`config.mk`:
```
export PLATFORM = sky130hd
export DESIGN_NAME = iter_divider_flat
export DESIGN_NICKNAME = d
export VERILOG_FILES = /design/src/rtl/div_pkg.sv /design/src/rtl/iter_divider_if.sv /design/src/rtl/clz_count.sv /design/src/rtl/iter_divider.sv /design/src/flat_wrapper.sv
export SDC_FILE = /design/constraint.sdc
export NUM_CORES = 1
export LEC_CHECK = 0
export ABC_CLOCK_PERIOD_IN_PS = 4960
export BUFFER_PORTS_ARGS = -buffer_cell sky130_fd_sc_hd__buf_2
export CELL_PAD_IN_SITES_DETAIL_PLACEMENT = 1
export CELL_PAD_IN_SITES_GLOBAL_PLACEMENT = 2
export CORE_MARGIN = 2
export CORE_UTILIZATION = 38
export CTS_CLUSTER_SIZE = 30
export DETAILED_ROUTE_END_ITERATION = 8
export GPL_ROUTABILITY_DRIVEN = 1
export PLACE_DENSITY_LB_ADDON = 0.1
export SLEW_MARGIN = 20
export SYNTH_ARGS = -nofsm -noshare
export SYNTH_HDL_FRONTEND = slang
export SYNTH_SLANG_ARGS = --single-unit
```
`constraint.sdc`:
```
create_clock -name clk -period 4.96 [get_ports clk]
set_input_delay 0.248 -clock clk [delete_from_list [all_inputs] [get_ports clk]]
set_output_delay 0.248 -clock clk [all_outputs]
set_load 0.02 [all_outputs]
```
`src/rtl/div_pkg.sv`:
```
// Shared types and constant helpers for the iterative divider.
package div_pkg;

    localparam int unsigned MaxWidth = 128;

    typedef enum logic [2:0] {
        StIdle,
        StSetup,
        StDivide,
        StFixup,
        StDone
    } div_state_t;

    // Callers slice the low w bits of the result.
    function automatic logic [MaxWidth-1:0] all_ones(input int unsigned w);
        logic [MaxWidth-1:0] v;
        v = '0;
        for (int unsigned i = 0; i < MaxWidth; i++) begin
            if (i < w) v[i] = 1'b1;
        end
        return v;
    endfunction

    function automatic logic [MaxWidth-1:0] signed_min(input int unsigned w);
        logic [MaxWidth-1:0] v;
        v = '0;
        for (int unsigned i = 0; i < MaxWidth; i++) begin
            if (i + 1 == w) v[i] = 1'b1;
        end
        return v;
    endfunction

endpackage

```
`src/rtl/iter_divider_if.sv`:
```
// Start/complete/ack handshake and operand/result bundle for iter_divider.
interface iter_divider_if #(
    parameter int unsigned WIDTH = 32
);
    logic             start;
    logic             signed_op;
    logic             ack;
    logic [WIDTH-1:0] A;
    logic [WIDTH-1:0] B;
    logic [WIDTH-1:0] Q;
    logic [WIDTH-1:0] R;
    logic             complete;
    logic             busy;
    logic             div_zero;
    logic             overflow;

    modport master (
        output start, signed_op, ack, A, B,
        input  Q, R, complete, busy, div_zero, overflow
    );

    modport slave (
        input  start, signed_op, ack, A, B,
        output Q, R, complete, busy, div_zero, overflow
    );
endinterface

```
`src/rtl/clz_count.sv`:
```
// Combinational leading-zero counter; an all-zero input yields WIDTH.
module clz_count #(
    parameter int unsigned WIDTH = 32,
    localparam int unsigned CntW = $clog2(WIDTH) + 1
) (
    input  logic [WIDTH-1:0] value_i,
    output logic [CntW-1:0]  count_o
);

    // Scanning upward, the last set bit seen is the most significant one.
    always_comb begin
        count_o = CntW'(WIDTH);
        for (int i = 0; i < int'(WIDTH); i++) begin
            if (value_i[i]) count_o = CntW'(int'(WIDTH) - 1 - i);
        end
    end

endmodule

```
`src/rtl/iter_divider.sv`:
```
// Multi-cycle restoring divider: signed/unsigned, leading-zero early exit,
// defined divide-by-zero and signed-overflow results.
module iter_divider
    import div_pkg::*;
#(
    parameter int unsigned WIDTH      = 32,
    parameter bit          SIGNED_EN  = 1'b1,
    parameter bit          EARLY_EXIT = 1'b1
) (
    input logic          clk,
    input logic          rst_n,
    iter_divider_if.slave bus
);

    localparam int unsigned CntW = $clog2(WIDTH) + 1;
    localparam logic [MaxWidth-1:0] OnesFull = all_ones(WIDTH);
    localparam logic [MaxWidth-1:0] MinFull  = signed_min(WIDTH);
    localparam logic [WIDTH-1:0] Ones = OnesFull[WIDTH-1:0];
    localparam logic [WIDTH-1:0] MinV = MinFull[WIDTH-1:0];

    div_state_t       state_q, state_d;
    logic [WIDTH-1:0] a_q, a_d, b_q, b_d;
    logic [WIDTH-1:0] work_q, work_d, rem_q, rem_d, divs_q, divs_d;
    logic [WIDTH-1:0] q_q, q_d, r_q, r_d;
    logic [CntW-1:0]  cnt_q, cnt_d;
    logic             sgn_q, sgn_d, neg_quo_q, neg_quo_d, neg_rem_q, neg_rem_d;
    logic             complete_q, complete_d, div_zero_q, div_zero_d;
    logic             overflow_q, overflow_d;

    logic [WIDTH-1:0] abs_a, abs_b, shifted;
    logic [CntW-1:0]  lz, n_steps;
    logic [WIDTH:0]   partial, trial;
    logic             borrow;

    assign abs_a = (sgn_q && a_q[WIDTH-1]) ? -a_q : a_q;
    assign abs_b = (sgn_q && b_q[WIDTH-1]) ? -b_q : b_q;

    if (EARLY_EXIT) begin : g_clz
        clz_count #(.WIDTH(WIDTH)) u_clz (
            .value_i (abs_a),
            .count_o (lz)
        );
    end else begin : g_no_clz
        assign lz = '0;
    end

    assign n_steps = CntW'(WIDTH) - lz;
    assign shifted = abs_a << lz;

    // A WIDTH+1-bit trial keeps the borrow in the MSB even when the shifted
    // partial remainder exceeds 2^WIDTH.
    assign partial = {rem_q, work_q[WIDTH-1]};
    assign trial   = partial - {1'b0, divs_q};
    assign borrow  = trial[WIDTH];

    always_comb begin
        state_d    = state_q;
        a_d        = a_q;
        b_d        = b_q;
        work_d     = work_q;
        rem_d      = rem_q;
        divs_d     = divs_q;
        q_d        = q_q;
        r_d        = r_q;
        cnt_d      = cnt_q;
        sgn_d      = sgn_q;
        neg_quo_d  = neg_quo_q;
        neg_rem_d  = neg_rem_q;
        complete_d = complete_q;
        div_zero_d = div_zero_q;
        overflow_d = overflow_q;

        case (state_q)
            StIdle, StDone: begin
                if (bus.start) begin
                    a_d        = bus.A;
                    b_d        = bus.B;
                    sgn_d      = bus.signed_op & SIGNED_EN;
                    complete_d = 1'b0;
                    div_zero_d = 1'b0;
                    overflow_d = 1'b0;
                    state_d    = StSetup;
                end else if (state_q == StDone && bus.ack) begin
                    complete_d = 1'b0;
                    state_d    = StIdle;
                end
            end
            StSetup: begin
                neg_quo_d = sgn_q & (a_q[WIDTH-1] ^ b_q[WIDTH-1]);
                neg_rem_d = sgn_q & a_q[WIDTH-1];
                divs_d    = abs_b;
                work_d    = shifted;
                rem_d     = '0;
                cnt_d     = n_steps;
                if (b_q == '0) begin
                    div_zero_d = 1'b1;
                    state_d    = StFixup;
                end else if (n_steps == '0) begin
                    state_d = StFixup;
                end else begin
                    state_d = StDivide;
                end
            end
            StDivide: begin
                // work_q shifts dividend bits out the top and quotient bits in the bottom.
                work_d = {work_q[WIDTH-2:0], ~borrow};
                rem_d  = borrow ? partial[WIDTH-1:0] : trial[WIDTH-1:0];
                cnt_d  = cnt_q - CntW'(1);
                if (cnt_q == CntW'(1)) state_d = StFixup;
            end
            StFixup: begin
                q_d = neg_quo_q ? -work_q : work_q;
                r_d = neg_rem_q ? -rem_q : rem_q;
                if (div_zero_q) begin
                    q_d = Ones;
                    r_d = a_q;
                end
                if (sgn_q && a_q == MinV && b_q == Ones) begin
                    overflow_d = 1'b1;
                    q_d        = MinV;
                    r_d        = '0;
                end
                complete_d = 1'b1;
                state_d    = StDone;
            end
            default: state_d = StIdle;
        endcase
    end

    always_ff @(posedge clk or negedge rst_n) begin
        if (!rst_n) begin
            state_q    <= StIdle;
            a_q        <= '0;
            b_q        <= '0;
            work_q     <= '0;
            rem_q      <= '0;
            divs_q     <= '0;
            q_q        <= '0;
            r_q        <= '0;
            cnt_q      <= '0;
            sgn_q      <= 1'b0;
            neg_quo_q  <= 1'b0;
            neg_rem_q  <= 1'b0;
            complete_q <= 1'b0;
            div_zero_q <= 1'b0;
            overflow_q <= 1'b0;
        end else begin
            state_q    <= state_d;
            a_q        <= a_d;
            b_q        <= b_d;
            work_q     <= work_d;
            rem_q      <= rem_d;
            divs_q     <= divs_d;
            q_q        <= q_d;
            r_q        <= r_d;
            cnt_q      <= cnt_d;
            sgn_q      <= sgn_d;
            neg_quo_q  <= neg_quo_d;
            neg_rem_q  <= neg_rem_d;
            complete_q <= complete_d;
            div_zero_q <= div_zero_d;
            overflow_q <= overflow_d;
        end
    end

    assign bus.Q        = q_q;
    assign bus.R        = r_q;
    assign bus.complete = complete_q;
    assign bus.div_zero = div_zero_q;
    assign bus.overflow = overflow_q;
    assign bus.busy     = (state_q == StSetup) || (state_q == StDivide) || (state_q == StFixup);

endmodule
```
`src/flat_wrapper.sv`:
```
// flat-port wrapper written by rule: the top's interface ports become plain ports
module iter_divider_flat import div_pkg::*;
#(
    parameter int unsigned WIDTH      = 32,
    parameter bit          SIGNED_EN  = 1'b1,
    parameter bit          EARLY_EXIT = 1'b1
)
  (clk, rst_n, bus_start, bus_signed_op, bus_ack, bus_A, bus_B, bus_Q, bus_R, bus_complete, bus_busy, bus_div_zero, bus_overflow);
  iter_divider_if #(.WIDTH(WIDTH)) bus_i ();
  input logic clk;
  input logic rst_n;
  input wire logic [$bits(bus_i.start)-1:0] bus_start;
  input wire logic [$bits(bus_i.signed_op)-1:0] bus_signed_op;
  input wire logic [$bits(bus_i.ack)-1:0] bus_ack;
  input wire logic [$bits(bus_i.A)-1:0] bus_A;
  input wire logic [$bits(bus_i.B)-1:0] bus_B;
  output wire logic [$bits(bus_i.Q)-1:0] bus_Q;
  output wire logic [$bits(bus_i.R)-1:0] bus_R;
  output wire logic [$bits(bus_i.complete)-1:0] bus_complete;
  output wire logic [$bits(bus_i.busy)-1:0] bus_busy;
  output wire logic [$bits(bus_i.div_zero)-1:0] bus_div_zero;
  output wire logic [$bits(bus_i.overflow)-1:0] bus_overflow;
  assign bus_i.start = bus_start;
  assign bus_i.signed_op = bus_signed_op;
  assign bus_i.ack = bus_ack;
  assign bus_i.A = bus_A;
  assign bus_i.B = bus_B;
  assign bus_Q = bus_i.Q;
  assign bus_R = bus_i.R;
  assign bus_complete = bus_i.complete;
  assign bus_busy = bus_i.busy;
  assign bus_div_zero = bus_i.div_zero;
  assign bus_overflow = bus_i.overflow;
  iter_divider #(.WIDTH(WIDTH), .SIGNED_EN(SIGNED_EN), .EARLY_EXIT(EARLY_EXIT)) u_core (.clk(clk), .rst_n(rst_n), .bus(bus_i));
endmodule
```
# After elaboration in Yosys (flattened, before gate mapping)
# Cells that the tools add are included.
dict set report totals {
  register_bits 239
  elab_cells 116
  out_inout_bits 68
  latch_bits 0
  mem_bits_ro 0
  mem_bits_rw 0
  n_memories 0
  inputBits 69
}
dict set report classes {
  n_reduce_logical 19
  multipliers 0
  shifts 1
  n_addsub 7
  order_cmp 0
  bitwise_logic 4
  eq_ne 12
  div_mod_pow 0
  n_mux 58
}
# op n
set ops {}
lappend ops {{2-to-1 mux 32 bit} 9}
lappend ops {{2-to-1 mux 6 bit} 32}
lappend ops {{negator 32 bit} 4}
lappend ops {{case mux 32 bit (2 select lines)} 2}
lappend ops {{== test 32 bit, second input constant} 2}
lappend ops {{subtractor 33 x 32 -> 33 bit} 1}
lappend ops {{zero test 32 bit} 1}
lappend ops {{<< shifter 32 x 6 -> 32 bit} 1}
lappend ops {{2-to-1 mux 3 bit} 4}
lappend ops {{case mux 3 bit (4 select lines)} 1}
lappend ops {{case mux 6 bit (2 select lines)} 1}
lappend ops {{== test 3 x 2 -> 1 bit, second input constant} 2}
lappend ops {{== test 6 x 1 -> 1 bit, second input constant} 1}
lappend ops {{zero test 6 bit} 1}
lappend ops {{2-to-1 mux 1 bit} 6}
lappend ops {{inequality test 2 x 1 -> 1 bit, second input constant} 3}
lappend ops {{case mux 1 bit (2 select lines)} 3}
lappend ops {{AND reduction 2 bit} 3}
lappend ops {{AND reduction 3 bit} 2}
lappend ops {{nonzero test 2 bit} 3}
lappend ops {{subtractor 6 x 1 -> 6 bit, second input constant} 1}
lappend ops {{subtractor 6 bit, first input constant} 1}
lappend ops {{logical AND 1 bit} 5}
lappend ops {{== test 3 x 1 -> 1 bit, second input constant} 1}
lappend ops {{9 further kinds} 11}

# Logic depth before layout (Yosys ltp)
# Gate-level depths: netlist of run 1.
dict set report logic_depth {
  ltp_word 39
  ltp_mapped 20
  ltp_nobuf 17
}

# Hierarchy
# A second synthesis of run 1 with hierarchy kept.
dict set report hier_totals {
  cells_unflattened 1985
  area_unflattened_um2 16123.0
}
# mod area_per_inst_um2 n_inst cells_each seq_area_each_um2
set by_module_without_submodules {}
lappend by_module_without_submodules {iter_divider 15755.1 1 1920 5980.7}
lappend by_module_without_submodules {clz_count 367.9 1 65 0.0}

# Worst setup path after synthesis of run 1
# OpenSTA, ideal clock, no wires.
dict set report synth_timing {
  path_type {register -> register}
  start {reg u_core.work_q[31]}
  end {reg u_core.rem_q[31]}
  setup_slack_ps 970
  synth_period_minus_slack_ps 3990
  setup_time_ps 121
  t_required_ps 4839
  arrival_time_ps 3869
  stages_incl_launch_ff 18
  n_path_buf 1
  path_cell_list {dfrtp_1 > inv_1 > ha_1 > inv_1 > fa_1 > a21o_1 > a21oi_1 > nor2b_1 > o21a_1 > o41ai_1 > a31oi_1 > a21oi_1 > o311ai_0 > a21oi_1 > xnor2_1 > buf_1 > mux2i_1 > a22o_1}
}
dict set report synth_via {
  elab_chain_len 3
}
# item line_no
set synth_rtl {}
lappend synth_rtl {{from (decl)} iter_divider.sv:23} ;# logic [WIDTH-1:0] work_q, work_d, rem_q, rem_d, divs_q, divs_d;
lappend synth_rtl {{from (signal assigned)} iter_divider.sv:151} ;# work_q <= work_d;
lappend synth_rtl {{subtractor 33 x 32 -> 33 bit} iter_divider.sv:53} ;# assign trial = partial - {1'b0, divs_q};
lappend synth_rtl {{2-to-1 mux 32 bit} iter_divider.sv:107} ;# rem_d = borrow ? partial[WIDTH-1:0] : trial[WIDTH-1:0];
lappend synth_rtl {{case mux 32 bit (2 select lines)} iter_divider.sv:73} ;# case (state_q)
lappend synth_rtl {{to (signal assigned)} iter_divider.sv:152} ;# rem_q <= rem_d;
lappend synth_rtl {{to (decl)} iter_divider.sv:23}
# No other way between the ends.
# A chain may end at the register's enable or synchronous reset.

# Worst setup path in the final report of run 1
dict set report layout_timing {
  start {reg u_core.a_q[7]}
  end {reg u_core.work_q[30]}
}
dict set report layout_via {
  elab_chain_len 29
}
# item line_no
set layout_rtl {}
lappend layout_rtl {{from (decl)} iter_divider.sv:22} ;# logic [WIDTH-1:0] a_q, a_d, b_q, b_d;
lappend layout_rtl {{from (signal assigned)} iter_divider.sv:133} ;# a_q <= '0;
lappend layout_rtl {{from (signal assigned)} iter_divider.sv:149} ;# a_q <= a_d;
lappend layout_rtl {{negator 32 bit} iter_divider.sv:35} ;# assign abs_a = (sgn_q && a_q[WIDTH-1]) ? -a_q : a_q;
lappend layout_rtl {{2-to-1 mux 32 bit *} iter_divider.sv:35}
lappend layout_rtl {{2-to-1 mux 6 bit (25 in a row)} clz_count.sv:14} ;# if (value_i[i]) count_o = CntW'(int'(WIDTH) - 1 - i);
lappend layout_rtl {{<< shifter 32 x 6 -> 32 bit *} iter_divider.sv:48} ;# assign shifted = abs_a << lz;
lappend layout_rtl {{case mux 32 bit (2 select lines) *} iter_divider.sv:73}
# Every way passes the cells marked *; elsewhere a longest branch is shown, timed or not.

==> results of run 1 <==
==> path summary, 6_finish.rpt <==
check                                 from  cells past startpoint  slack, ns           endpoint
max                          u_core.a_q[7]                     14        0.1  u_core.work_q[30]
min reg2reg                u_core.bus.R[4]                      2       0.47    u_core.bus.R[4]
min in group asynchronous            rst_n                      2       0.23   u_core.divs_q[8]
min                               bus_A[1]                      3       0.03      u_core.a_q[1]
max reg2reg                  u_core.a_q[7]                     14        0.1  u_core.work_q[30]
max in group asynchronous            rst_n                      3       3.36  u_core.work_q[23]
==> repair_timing <==
item,4_1_cts,5_1_grt
resized for setup,1,5
endpoints found under the hold margin,146,0
pin swaps,0,2
endpoints found under the setup margin,1,26
hold buffers,67,0
buffers inserted,0,2
==> state kept, by name, indices dropped and copies added, names as in the netlist <==
name,flops
u_core.b_q,32
u_core.neg_quo_q,1
u_core.rem_q,32
u_core.bus.Q,32
u_core.bus.complete,1
u_core.a_q,32
u_core.work_q,32
u_core.state_q,3
u_core.bus.overflow,1
u_core.neg_rem_q,1
u_core.sgn_q,1
u_core.divs_q,32
u_core.bus.div_zero,1
u_core.cnt_q,6
u_core.bus.R,32
==> metal layers <==
layer	track usage	wire [um]	vias to the layer above
met5	0	0	-
met4	0.0551	1200	0
met3	0.0280	3010	71
met2	0.443	29700	425
met1	0.428	33600	8299
li1	-	-	7828
==> kinds of logic after synthesis <==
family	after synthesis
AND/OR/NAND/NOR	688
flip-flops	239
multiplexers	143
AO/OA/AOI/OAI	599
buffers and inverters	208
XOR/XNOR	154
adder cells (fa/ha/maj)	43
==> final cells by class <==
type | count | share of cell area
inverters | 67 | 0.0122
well taps | 600 | 0.0364
clock buffers | 41 | 0.0413
multi-input cells | 1627 | 0.515
flip-flops and latches | 239 | 0.290
repair buffers | 278 | 0.0962
clock inverters | 14 | 0.00885
==> through the flow <==
stage / std cells / area, um^2 / setup slack [ns] / setup TNS, ns / hold slack, ns
floorplan: 2074 / 17400 / 0.970 / 0 / -0.0476
global placement: 2742 / 18900 / -0.0855 / -0.112 / 0.290
detailed placement: 2742 / 18900 / -0.0235 / -0.0235 / 0.293
CTS: 2864 / 20600 / 0.0274 / 0 / 0.00773
global route: 2866 / 20600 / 0.00623 / 0 / 0.0285
finish: 2866 / 20600 / 0.0965 / 0 / 0.0350
==> worst register-to-register path, cell delays in order (launching register included) <==
cell and delay (ns):
dfrtp_1 0.39, buf_4 0.20, or4_1 0.74, nor3_4 0.48
a21oi_1 0.14, a21oi_1 0.18, a2bb2oi_1 0.58, and2_1 0.27
a31oi_4 0.05, buf_4 0.25, mux2_1 0.27, mux2i_1 0.11
a2111oi_1 0.82, buf_4 0.23, o21ai_1 0.06
==> cells in the final DEF (no fill, tap or decap), types with 20 or more instances in the layout <==
cell type	netlist	routed
nand2_1	256	255
dfrtp_1	239	237
o21ai_0	200	200
nor2_1	175	174
buf_2	24	135
a21oi_1	121	120
xnor2_1	88	86
mux2i_1	73	73
buf_4	6	70
mux2_2	67	67
dlygate4sd3_1	0	67
inv_1	65	65
xor2_1	65	65
o31ai_1	42	42
ha_1	42	41
nor3_1	39	38
nand3_1	36	35
clkbuf_16	0	31
o21ai_1	28	28
or3_1	23	23
or4_1	22	22
nand4_1	21	21
a31oi_1	21	21
nor4_1	20	20
==> results.toml, run 1 <==
[outcome]
outcome = "complete, no violations"

[layout]
layout.nets = 2355
final-seq-area_um2 = 5980
fill_cells = 5388
multi_input_area_um2 = 10600
num_antenna_cells = 0
areaGrowthSynthToFinish_pct = 18.4
finish.utilization = 0.456
final_layout_size_suffix_gt1_frac = 0.169

[detailed_routing]
vias = 16623
postRouteAntennaNets = 0
wl_per_cell_um = 23.6
wl_um = 67500
firstDrtPassIters = 5
drc = 0
drt_iter0_markers = 1164
route.detailed.vias_per_inst = 5.80

[worst_setup_path]
worst-path-max-fanout = 23
critical-path-slowest-cell = "a2111oi_1"
critPathCaptureType = "flop"
setup.worst_path.class = "reg2reg"
crit_buf_inv = 3
crit_required_ns = 5.42
worst_path_most_repeated_cell = "buf_4"
cp.arrival_ns = 5.32
critPathMaxStageDelay_ns = 0.82
worstPathCellList = "buf_4, or4_1, nor3_4, a21oi_1, a21oi_1, a2bb2oi_1, and2_1, a31oi_4, buf_4, mux2_1, mux2i_1, a2111oi_1, buf_4, o21ai_1"
cp_top_family = "compound AO/OA/AOI/OAI gates"
start_kind = "flop"

[logic_synthesis]
netlist_instances = 2074
yosys.area_share.simple = 0.191
yosysWarnings = 0
netlist_area_um2 = 17400
synth_cell_type_count = 95
synth.top_cells.by_area = "dfrtp_1 (34%), o21ai_0 (5.7%), nand2_1 (5.5%)"
muxShareOfSynthArea = 0.0878
synth_fa_ha_area_frac = 0.0313
ys_seq_elements = 239
synth-edff-count = 0
yosysMostFrequentCell = "nand2_1"
synth_nets = 2186
synth-compound-area-share = 0.219
synth_xor_area_frac = 0.0778
synthFlopType = "dfrtp_1"
synth_common_cells = "nand2_1 (256), dfrtp_1 (239), o21ai_0 (200), nor2_1 (175), a21oi_1 (121)"
ys_async_sr_fraction = 1.00
yosysTopAreaCell = "dfrtp_1"
avgSynthCellArea_um2 = 8.40
synth_top_family_by_area = "compound AO/OA/AOI/OAI gates"
synth.top_cell.area_share = 0.343
ys_seq_area_frac = 0.343

[placed_design]
hpwl_um = 50100
gp_congestion = 0.934
numPortBuffers = 136

[cts]
htreeDepth = 1
numCtsBuffers = 30
cts_tree = "built"
clk_latency_ns = 0.59
clk_path_buf_depth = 3
path_clk_slew_ns = 0.07
root_buffer = "clkbuf_16"
cts.sinks = 239

[global_route]
grt_pass1_vias = 16937
track_usage = 0.285
antenna_found_initial = 5
grt_overflow = 0
grt_max_degree = 91
grt_pass1_wl_um = 106000

[timing]
setup_viol = 0
finalHoldViolations = 0
worst_pin_slew_ns = 1.02
max_slew_margin = 0.321
worst_clock_skew_ns = 0.0215
rsz0062_at_grt = "false"
timing.final.crit_share = 0.981
slew_viol_final = 0
fmaxAchievable_mhz = 206
fin_crit_ns = 4.86

[floorplan]
die_h_um = 218
core_area_um2 = 45300
die_w_um = 218
start_util = 0.385
dieArea_um2 = 47600
rows = 78
io_pins = 137

[worst_hold_path]
hold_path.class = "in2reg"

[flow_run]
maxCapViolations = 0
Power of run 1 is left out: the tool's default activity adds up to more than one toggle a clock period on the data nets, which glitch-free logic cannot reach.
==> run 2: changes to the inputs <==
==> constraint.sdc (replaced) <==
create_clock -name clk -period 4.96 [get_ports clk]
set_input_delay 1.24 -clock clk [delete_from_list [all_inputs] [get_ports clk]]
set_output_delay 1.24 -clock clk [all_outputs]
set_load 0.02 [all_outputs]
==> run 2 against run 1 <==
Against the previous run:
- utilization down 1.0 points
- final cell count shrank 1.7%
- via count fell by 0.91%
- sequential share of layout area rose by 0.65 points
- critical path type unchanged
- largest cell class unchanged
==> results.toml, run 2 (same netlist as run 1, synthesis figures left out) <==
[timing]
fmaxAchievable_mhz = 208
rsz0062_at_grt = "false"
setup_viol = 0
finalHoldViolations = 0
max_slew_margin = 0.316
timing.final.crit_share = 0.969
worst_clock_skew_ns = 0.0269
fin_crit_ns = 4.81
setup_tns_ns = 0
worst_slack_ns = 0.154
worst_pin_slew_ns = 1.03
slew_viol_final = 0

[worst_setup_path]
reg2regPathDepth = 15
worst_path_most_repeated_cell = "a21oi_1"
setup.worst_path.class = "reg2reg"
timing.rr.end = "u_core.work_q[21]"
worst-path-max-fanout = 18
worstPathCellList = "buf_4, or4_1, nor4_1, a21oi_1, o211ai_1, o2111ai_1, a21bo_1, a21oi_1, a21bo_2, inv_2, buf_4, mux2i_1, a221o_1, a21oi_1, a221o_1"
start_kind = "flop"
critPathMaxStageDelay_ns = 0.81
rr_startpoint = "u_core.a_q[7]"
cp.arrival_ns = 5.27
crit_required_ns = 5.43
critPathCaptureType = "flop"
critical-path-slowest-cell = "nor4_1"
r2r_slack_ns = 0.15

[detailed_routing]
drt_iter0_markers = 1042
wl_um = 67200
drc = 0
postRouteAntennaNets = 0
wl_per_cell_um = 23.9
route.detailed.vias_per_inst = 5.85
vias = 16472
firstDrtPassIters = 5

[floorplan]
dieArea_um2 = 47600
rows = 78
start_util = 0.385
core_area_um2 = 45300
io_pins = 137
die_h_um = 218
die_w_um = 218

[worst_hold_path]
hold_path.class = "reg2reg"
hold_depth = 2
hold_path_end = "u_core.bus.Q[2]"
hold_start = "u_core.bus.Q[2]"

[cts]
clk_latency_ns = 0.58
htreeDepth = 1
path_clk_slew_ns = 0.06
cts.sinks = 239
root_buffer = "clkbuf_16"
clk_path_buf_depth = 3
cts_tree = "built"
numCtsBuffers = 30

[placed_design]
preCtsSetupSlack_ns = -0.0834
hpwl_um = 51000
numPortBuffers = 136
place_area_um2 = 19000
gp_congestion = 0.901
place_inst = 2753

[layout]
layout.nets = 2304
areaGrowthSynthToFinish_pct = 15.8
final_cell_count_no_fill = 2817
final_layout_size_suffix_gt1_frac = 0.181
mostFrequentLayoutCells = "nand2_1 (255), dfrtp_1 (238), o21ai_0 (200)"
fill_cells = 5384
layout_commonest_cell = "nand2_1"
final_cell_area_um2 = 20200

[flow_run]
maxCapViolations = 0

[global_route]
grt_max_degree = 100
grt_pass1_wl_um = 105000
antenna_found_initial = 4
track_usage = 0.284
grt_pass1_vias = 16923
grt_overflow = 0

[outcome]
outcome = "complete, no violations"
==> run 2: changes by cell type in the layout (fill, tap and decap cells not counted), sizes merged <==
| cell | delta |
|---|---|
| clkbuf | +3 |
| dlygate4sd3 | -67 |
| inv | +1 |
| diode | +2 |
| buf | +16 |
| clkinv | -4 |
==> run 2: stage by stage <==
| step | utilization | hold slack (ns) |
|---|---|---|
| after floorplan | - | 0.450 |
| after global placement | 0.420 | 0.456 |
| after detailed placement | 0.420 | 0.464 |
| after CTS | 0.444 | 0.478 |
| after global routing | 0.446 | 0.499 |
| final | 0.446 | 0.469 |
==> run 2: metal layers <==
| metal | vias up | routed length (um) | global-route usage |
|---|---|---|---|
| met5 | - | 8 | 0 |
| met4 | 2 | 948 | 0.0460 |
| met3 | 61 | 3080 | 0.0326 |
| met2 | 411 | 29400 | 0.442 |
| met1 | 8268 | 33800 | 0.427 |
| li1 | 7730 | - | - |
==> run 2: worst max-delay path, delay by kind of cell (launching register included) <==
family	cells	cell delay, ns
buf+inv	3	0.75
compound gates	9	1.68
mux	1	0.31
flops	1	0.38
simple gates	2	1.56
==> run 2: how the worst max path moves through the flow <==
| stage | slack (ns) | start | endpoint |
|---|---|---|---|
| 2_1_floorplan | 0.97 | u_core.work_q[31] | u_core.rem_q[31] |
| 3_3_place_gp | -0.13 | u_core.a_q[0] | u_core.work_q[30] |
| 3_5_place_dp | -0.08 | u_core.a_q[1] | u_core.work_q[30] |
| 4_1_cts | 0.15 | u_core.a_q[1] | u_core.work_q[31] |
| 5_1_grt | 0.009 | u_core.a_q[1] | u_core.work_q[24] |
| 6_report | 0.15 | u_core.a_q[7] | u_core.work_q[21] |
==> run 2: layout make-up <==
| cell class | instances | area, um^2 | share of cell area |
|---|---|---|---|
| diodes | 2 | 5.00 | 0.000248 |
| inverters | 67 | 251 | 0.0125 |
| clock inverters | 11 | 168 | 0.00831 |
| flip-flops and latches | 239 | 5980 | 0.296 |
| multi-input cells | 1627 | 10600 | 0.527 |
| well taps | 600 | 751 | 0.0372 |
| repair buffers | 227 | 1470 | 0.0730 |
| clock buffers | 44 | 915 | 0.0453 |
==> run 2: timing repair <==
action / in CTS / in global routing
resized for setup: 2 / 4
hold endpoints to repair: 0 / 0
setup endpoints to repair: 5 / 21
pin swaps: 0 / 3
hold buffers: 0 / 0
setup buffers: 0 / 7
Power of run 2 is left out for the same reason.
